--- src/rtl/axis_ingress_fifo.sv ---
// axis_ingress_fifo
// DEPTH-entry AXI-Stream ingress FIFO between the external AXIS port and the
// header parser. The default build is a plain cut-through FIFO. Defining
// AXIS_INGRESS_DROP_EN switches it to store-and-forward operation. In that mode,
// a frame that cannot fit is dropped as a whole, so the parser never sees a
// truncated frame.
module axis_ingress_fifo #(
   parameter int DATA_WIDTH = 8,
   parameter int USER_WIDTH = 1,
   parameter int DEPTH      = 16,
   parameter int CNT_WIDTH  = 16
) (
   input  logic                  clk,
   input  logic                  rst,
   input  logic [DATA_WIDTH-1:0] s_tdata,
   input  logic                  s_tvalid,
   output logic                  s_tready,
   input  logic                  s_tlast,
   input  logic [USER_WIDTH-1:0] s_tuser,
   output logic [DATA_WIDTH-1:0] m_tdata,
   output logic                  m_tvalid,
   input  logic                  m_tready,
   output logic                  m_tlast,
   output logic [USER_WIDTH-1:0] m_tuser,
   output logic [CNT_WIDTH-1:0]  drop_count,
   output logic                  drop_pulse
);

   localparam int AW = $clog2(DEPTH);
   localparam int PW = AW + 1;
   localparam int WW = DATA_WIDTH + USER_WIDTH + 1;
   localparam logic [PW-1:0] DEPTH_P = PW'(DEPTH);
   localparam logic [PW-1:0] PTR_ONE = {{AW{1'b0}}, 1'b1};

   logic [WW-1:0] mem_r [DEPTH];
   logic [PW-1:0] wr_ptr_r;
   logic [PW-1:0] rd_ptr_r;
   logic [PW-1:0] visible_ptr_s;
   logic          full_s;
   logic          wr_en_s;
   logic          rd_en_s;
   logic [WW-1:0] rd_word_s;

   // Pointers carry one extra bit, so a full FIFO and an empty FIFO are distinguishable.
   assign full_s    = ((wr_ptr_r - rd_ptr_r) == DEPTH_P);
   assign m_tvalid  = (rd_ptr_r != visible_ptr_s);
   assign rd_en_s   = m_tvalid && m_tready;
   assign rd_word_s = mem_r[rd_ptr_r[AW-1:0]];
   assign {m_tuser, m_tlast, m_tdata} = rd_word_s;

   // Storage array: one word per beat, packed as {tuser, tlast, tdata}.
   always_ff @(posedge clk) begin
      if (wr_en_s) begin
         mem_r[wr_ptr_r[AW-1:0]] <= {s_tuser, s_tlast, s_tdata};
      end
   end

   // Read pointer advances on each beat handed to the parser.
   always_ff @(posedge clk or posedge rst) begin
      if (rst) begin
         rd_ptr_r <= '0;
      end else if (rd_en_s) begin
         rd_ptr_r <= rd_ptr_r + PTR_ONE;
      end
   end

`ifdef AXIS_INGRESS_DROP_EN

   typedef enum logic [0:0] {
      ST_ACCEPT = 1'b0,
      ST_DROP   = 1'b1
   } state_t;

   localparam logic [CNT_WIDTH-1:0] CNT_MAX = {CNT_WIDTH{1'b1}};
   localparam logic [CNT_WIDTH-1:0] CNT_ONE = {{(CNT_WIDTH-1){1'b0}}, 1'b1};

   state_t                 state_r;
   state_t                 state_nxt_s;
   logic [PW-1:0]          commit_ptr_r;
   logic                   beat_s;
   logic                   commit_s;
   logic                   drop_s;
   logic [CNT_WIDTH-1:0]   drop_count_r;
   logic                   drop_pulse_r;

   // The external port never stalls. Frames that do not fit are discarded instead.
   assign s_tready      = !rst;
   assign beat_s        = s_tvalid && s_tready;
   assign visible_ptr_s = commit_ptr_r;
   assign drop_count    = drop_count_r;
   assign drop_pulse    = drop_pulse_r;

   // Frame accept/drop decision: write, commit on tlast, or drop the partial frame.
   always_comb begin
      state_nxt_s = state_r;
      wr_en_s     = 1'b0;
      commit_s    = 1'b0;
      drop_s      = 1'b0;
      case (state_r)
         ST_ACCEPT: begin
            if (beat_s) begin
               if (!full_s) begin
                  wr_en_s  = 1'b1;
                  commit_s = s_tlast;
               end else begin
                  drop_s = 1'b1;
                  if (s_tlast) begin
                     state_nxt_s = ST_ACCEPT;
                  end else begin
                     state_nxt_s = ST_DROP;
                  end
               end
            end else begin
               state_nxt_s = ST_ACCEPT;
            end
         end
         ST_DROP: begin
            if (beat_s && s_tlast) begin
               state_nxt_s = ST_ACCEPT;
            end else begin
               state_nxt_s = ST_DROP;
            end
         end
         default: begin
            state_nxt_s = ST_ACCEPT;
         end
      endcase
   end

   // FSM state register.
   always_ff @(posedge clk or posedge rst) begin
      if (rst) begin
         state_r <= ST_ACCEPT;
      end else begin
         state_r <= state_nxt_s;
      end
   end

   // Write pointer: a drop rewinds it to the last commit point, discarding the partial frame.
   always_ff @(posedge clk or posedge rst) begin
      if (rst) begin
         wr_ptr_r <= '0;
      end else if (drop_s) begin
         wr_ptr_r <= commit_ptr_r;
      end else if (wr_en_s) begin
         wr_ptr_r <= wr_ptr_r + PTR_ONE;
      end
   end

   // Commit pointer: the whole frame becomes visible when its tlast beat is written.
   always_ff @(posedge clk or posedge rst) begin
      if (rst) begin
         commit_ptr_r <= '0;
      end else if (commit_s) begin
         commit_ptr_r <= wr_ptr_r + PTR_ONE;
      end
   end

   // Drop statistics: a saturating frame counter and a one-cycle pulse per drop.
   always_ff @(posedge clk or posedge rst) begin
      if (rst) begin
         drop_count_r <= '0;
         drop_pulse_r <= 1'b0;
      end else begin
         drop_pulse_r <= drop_s;
         if (drop_s && (drop_count_r != CNT_MAX)) begin
            drop_count_r <= drop_count_r + CNT_ONE;
         end
      end
   end

`else

   // Plain FIFO: backpressure when full. Every written beat is visible at once.
   assign s_tready      = !full_s && !rst;
   assign wr_en_s       = s_tvalid && s_tready;
   assign visible_ptr_s = wr_ptr_r;
   assign drop_count    = {CNT_WIDTH{1'b0}};
   assign drop_pulse    = 1'b0;

   // Write pointer advances on every accepted beat.
   always_ff @(posedge clk or posedge rst) begin
      if (rst) begin
         wr_ptr_r <= '0;
      end else if (wr_en_s) begin
         wr_ptr_r <= wr_ptr_r + PTR_ONE;
      end
   end

`endif

endmodule
--- config.mk ---
export PLATFORM = sky130hd
export DESIGN_NAME = axis_ingress_fifo
export DESIGN_NICKNAME = d
export VERILOG_FILES = /design/src/rtl/axis_ingress_fifo.sv
export SDC_FILE = /design/constraint.sdc
export NUM_CORES = 1
export LEC_CHECK = 0
export BUFFER_PORTS_ARGS = -buffer_cell sky130_fd_sc_hd__buf_2
export CORE_ASPECT_RATIO = 0.5
export CORE_MARGIN = 1.5
export CORE_UTILIZATION = 60
export CTS_CLUSTER_SIZE = 10
export DETAILED_ROUTE_END_ITERATION = 10
export PLACE_DENSITY = 0.79
export SKIP_CTS_REPAIR_TIMING = 1
export SLEW_MARGIN = 20
export SYNTH_ARGS = -nofsm -noshare
export SYNTH_HDL_FRONTEND = slang
export SYNTH_SLANG_ARGS = --single-unit
--- constraint.sdc ---
create_clock -name clk -period 4.9 [get_ports clk]
set_input_delay 0.49 -clock clk [delete_from_list [all_inputs] [get_ports clk]]
set_output_delay 0.49 -clock clk [all_outputs]
set_load 0.01 [all_outputs]
==> flow_summary.toml <==
[global_route]
grt_max_degree = 44
grt_overflow = 0
grt_pass1_vias = 3890
grt_util_all_layers_pct = 27.6
grt_first_pass_wirelength_um = 23900
antenna_found_initial = 0

[setup_path]
slowest_delay_ns = 0.55
cp_slowest_cell = "o41ai_4"
arrival_ns = 3.17
cp-end-kind = "output port"
path_cells = "buf_4 > inv_1 > ha_1 > nand2_1 > o21bai_2 > and3_4 > o41ai_4 > inv_2 > buf_2"
cp_max_fo = 34
worstPathRequired_ns = 4.41
startpoint_type = "flop"
critPathBufInv = 4
crit_type = "reg -> out"
crit_family = "buffers and inverters"

[placed_design]
placedCellCount = 585
gp_congestion = 0.932
dp_hpwl_um = 10400
port_buffers = 25

[power]
ir_worst_vdd_uv = 350
power_density_nw_per_um2 = 584
leakagePower_nw = 2.75

[timing]
final.setup.tns_ns = 0
fmax_ghz = 0.273
tightest_slew_ns = 0.816
setup_viol = 0
period_needed_ns = 3.66
min_period_over_period_pct = 74.7
rsz0062_at_grt = "no"
drv_slew = 0
clock_skew_ns = 0.00773
hold_viol_final = 0
relSlewSlack_pct = 45.6

[clocking]
cts.reportedPaths.clkPinSlew_ns = 0.06
cts_tree = "yes"
numCtsBuffers = 17
clkLatencyLatePin_ns = 0.42
cts.sinks = 170
root_buffer = "clkbuf_16"
clockBufferDepth = 2
cts_max_level = 4

[detailed_routing]
dr_wl_met3_um = 1980
drt_drc_violations_left = 0
avgViaCountPerCell = 6.39
first_pass_iters = 6
top_layer_used = "met4"
dr.first_iter.drc_count = 441
ant_nets = 0
wl_per_cell_um = 25.6
wl_met1_um = 6350
met2_wirelength_um = 7070
vias = 3946
postRouteWirelength_um = 15800

[logic_synthesis]
synth_area_leader_cell = "edfxtp_1"
synthTopCellsByArea = "edfxtp_1 67%, mux4_2 13%, dfrtp_1 3.5%"
async_reset_ff_share_pct = 5.88
synth_area_um2 = 7140
synth_seq_area_share_pct = 70.8
ys_warn_count = 0
synth_top_cell_area_share_pct = 67.3
syn_area_per_cell_um2 = 17.5
yosys.cell_count.top_type = "edfxtp_1"
synthFlopType = "edfxtp_1"
synth_edf_count = 160
ys_top_cells_by_count = "160 x edfxtp_1, 54 x nand2_1, 40 x mux4_2"
ys_types = 39
synthCells = 408
ys_seq_elements = 170

[finish]
drive_above_1_share_pct = 26.8
antenna_cells = 0
nFillCells = 675
syn2layout_area_growth_pct = 12.7
fin_cells = 618
nets = 469

[worst_hold_path]
holdCritPathClass = "in -> async"

[die]
dieArea_um2 = 12600
num_io_pins = 43
fp.coreArea_um2 = 11300
start_util_pct = 63.3
core.rowCount = 27
die_h_um = 80.2
fp.dieW_um = 157

[run_status]
status = "finished clean"

[job]
maxCapViolations = 0
-- registers in the layout, summed over array words and instances, names as in the netlist --
name           count
mem_r            160
rd_ptr_r           5
visible_ptr_s      5
-- layout make-up --
type / count / area, um^2 / area share (%)
Clock buffer: 18 / 429 / 5.33
Clock inverter: 14 / 140 / 1.74
Inverter: 10 / 37.5 / 0.466
Multi-Input combinational cell: 206 / 1940 / 24.1
Sequential cell: 170 / 5060 / 62.8
Tap cell: 159 / 199 / 2.47
Timing Repair Buffer: 41 / 249 / 3.09
-- path summary, 6_finish.rpt --
| path | start | to | slack, ns | cells after the start |
|---|---|---|---|---|
| worst min-delay path | rst | visible_ptr_s[0] | 0.20 | 2 |
| worst max register to register | rd_ptr_r[2] | mem_r[3][9] | 1.35 | 9 |
| worst min register to register | rd_ptr_r[4] | rd_ptr_r[4] | 0.53 | 1 |
| max in group asynchronous | rst | rd_ptr_r[0] | 4.26 | 2 |
| min in group clk | s_tlast | mem_r[10][8] | 0.48 | 1 |
| worst max-delay path | rd_ptr_r[2] | s_tready | 1.24 | 9 |
-- power breakdown --
| group | internal, mW | switching [mW] |
|---|---|---|
| Sequential | 1.69 | 0.0947 |
| Clock | 0.712 | 0.567 |
| Combinational | 0.655 | 0.983 |
-- placed cells by master, fill, tap and decap left out, types with 2 or more instances in the layout --
master | netlist | final
a211o_1 | 4 | 4
a21oi_1 | 6 | 6
a31oi_1 | 11 | 11
and3_1 | 10 | 10
buf_2 | 2 | 25
buf_4 | 21 | 15
clkbuf_16 | 0 | 17
clkinv_4 | 0 | 5
clkinvlp_4 | 0 | 2
conb_1 | 1 | 17
dfrtp_1 | 10 | 9
edfxtp_1 | 160 | 160
ha_1 | 9 | 9
inv_1 | 9 | 9
inv_8 | 0 | 3
mux4_2 | 40 | 40
nand2_1 | 54 | 54
nand3_1 | 7 | 7
nand4_1 | 3 | 3
nor2b_1 | 2 | 2
nor3_1 | 14 | 14
nor4_4 | 0 | 4
or3_1 | 2 | 2
xnor2_1 | 5 | 5
xor2_1 | 3 | 3
-- routing by layer --
metal	GRT usage, %	vias up
li1	-	1650
met1	40.7	1952
met2	40.1	304
met3	6.37	40
met4	12.1	0
met5	0	-
-- kinds of logic (layout without fill, tap and decap cells) --
family                     after synthesis  after routing  synth area share, %
and+or+nand+nor                        102            102                 6.83
other                                    1             17               0.0525
AOI/OAI and AO/OA                       28             28                 2.99
DFF                                    170            170                 70.8
muxes                                   41             41                 12.8
adders and majority gates                9              9                 1.58
xor gates and xnor gates                 9              9                 1.21
buffers and inverters                   48             83                 3.77
-- per-stage QoR --
| stage | hold WS (ns) | worst slack, ns | utilization [%] | power [mW] | cell area, um^2 |
|---|---|---|---|---|---|
| 3_5_place_dp | 0.525 | 1.13 | 65.9 | 3.39 | 7440 |
| 2_1_floorplan | 0.385 | 1.28 | - | 2.95 | 7200 |
| 5_1_grt | 0.227 | 1.07 | 71.4 | 4.89 | 8050 |
| 4_1_cts | 0.179 | 0.924 | 70.9 | 4.68 | 8010 |
| 3_3_place_gp | 0.499 | 1.39 | 65.9 | 3.33 | 7440 |
| 6_report | 0.203 | 1.24 | 71.4 | 4.70 | 8050 |
Note: power is estimated with default switching activity, not from simulation.
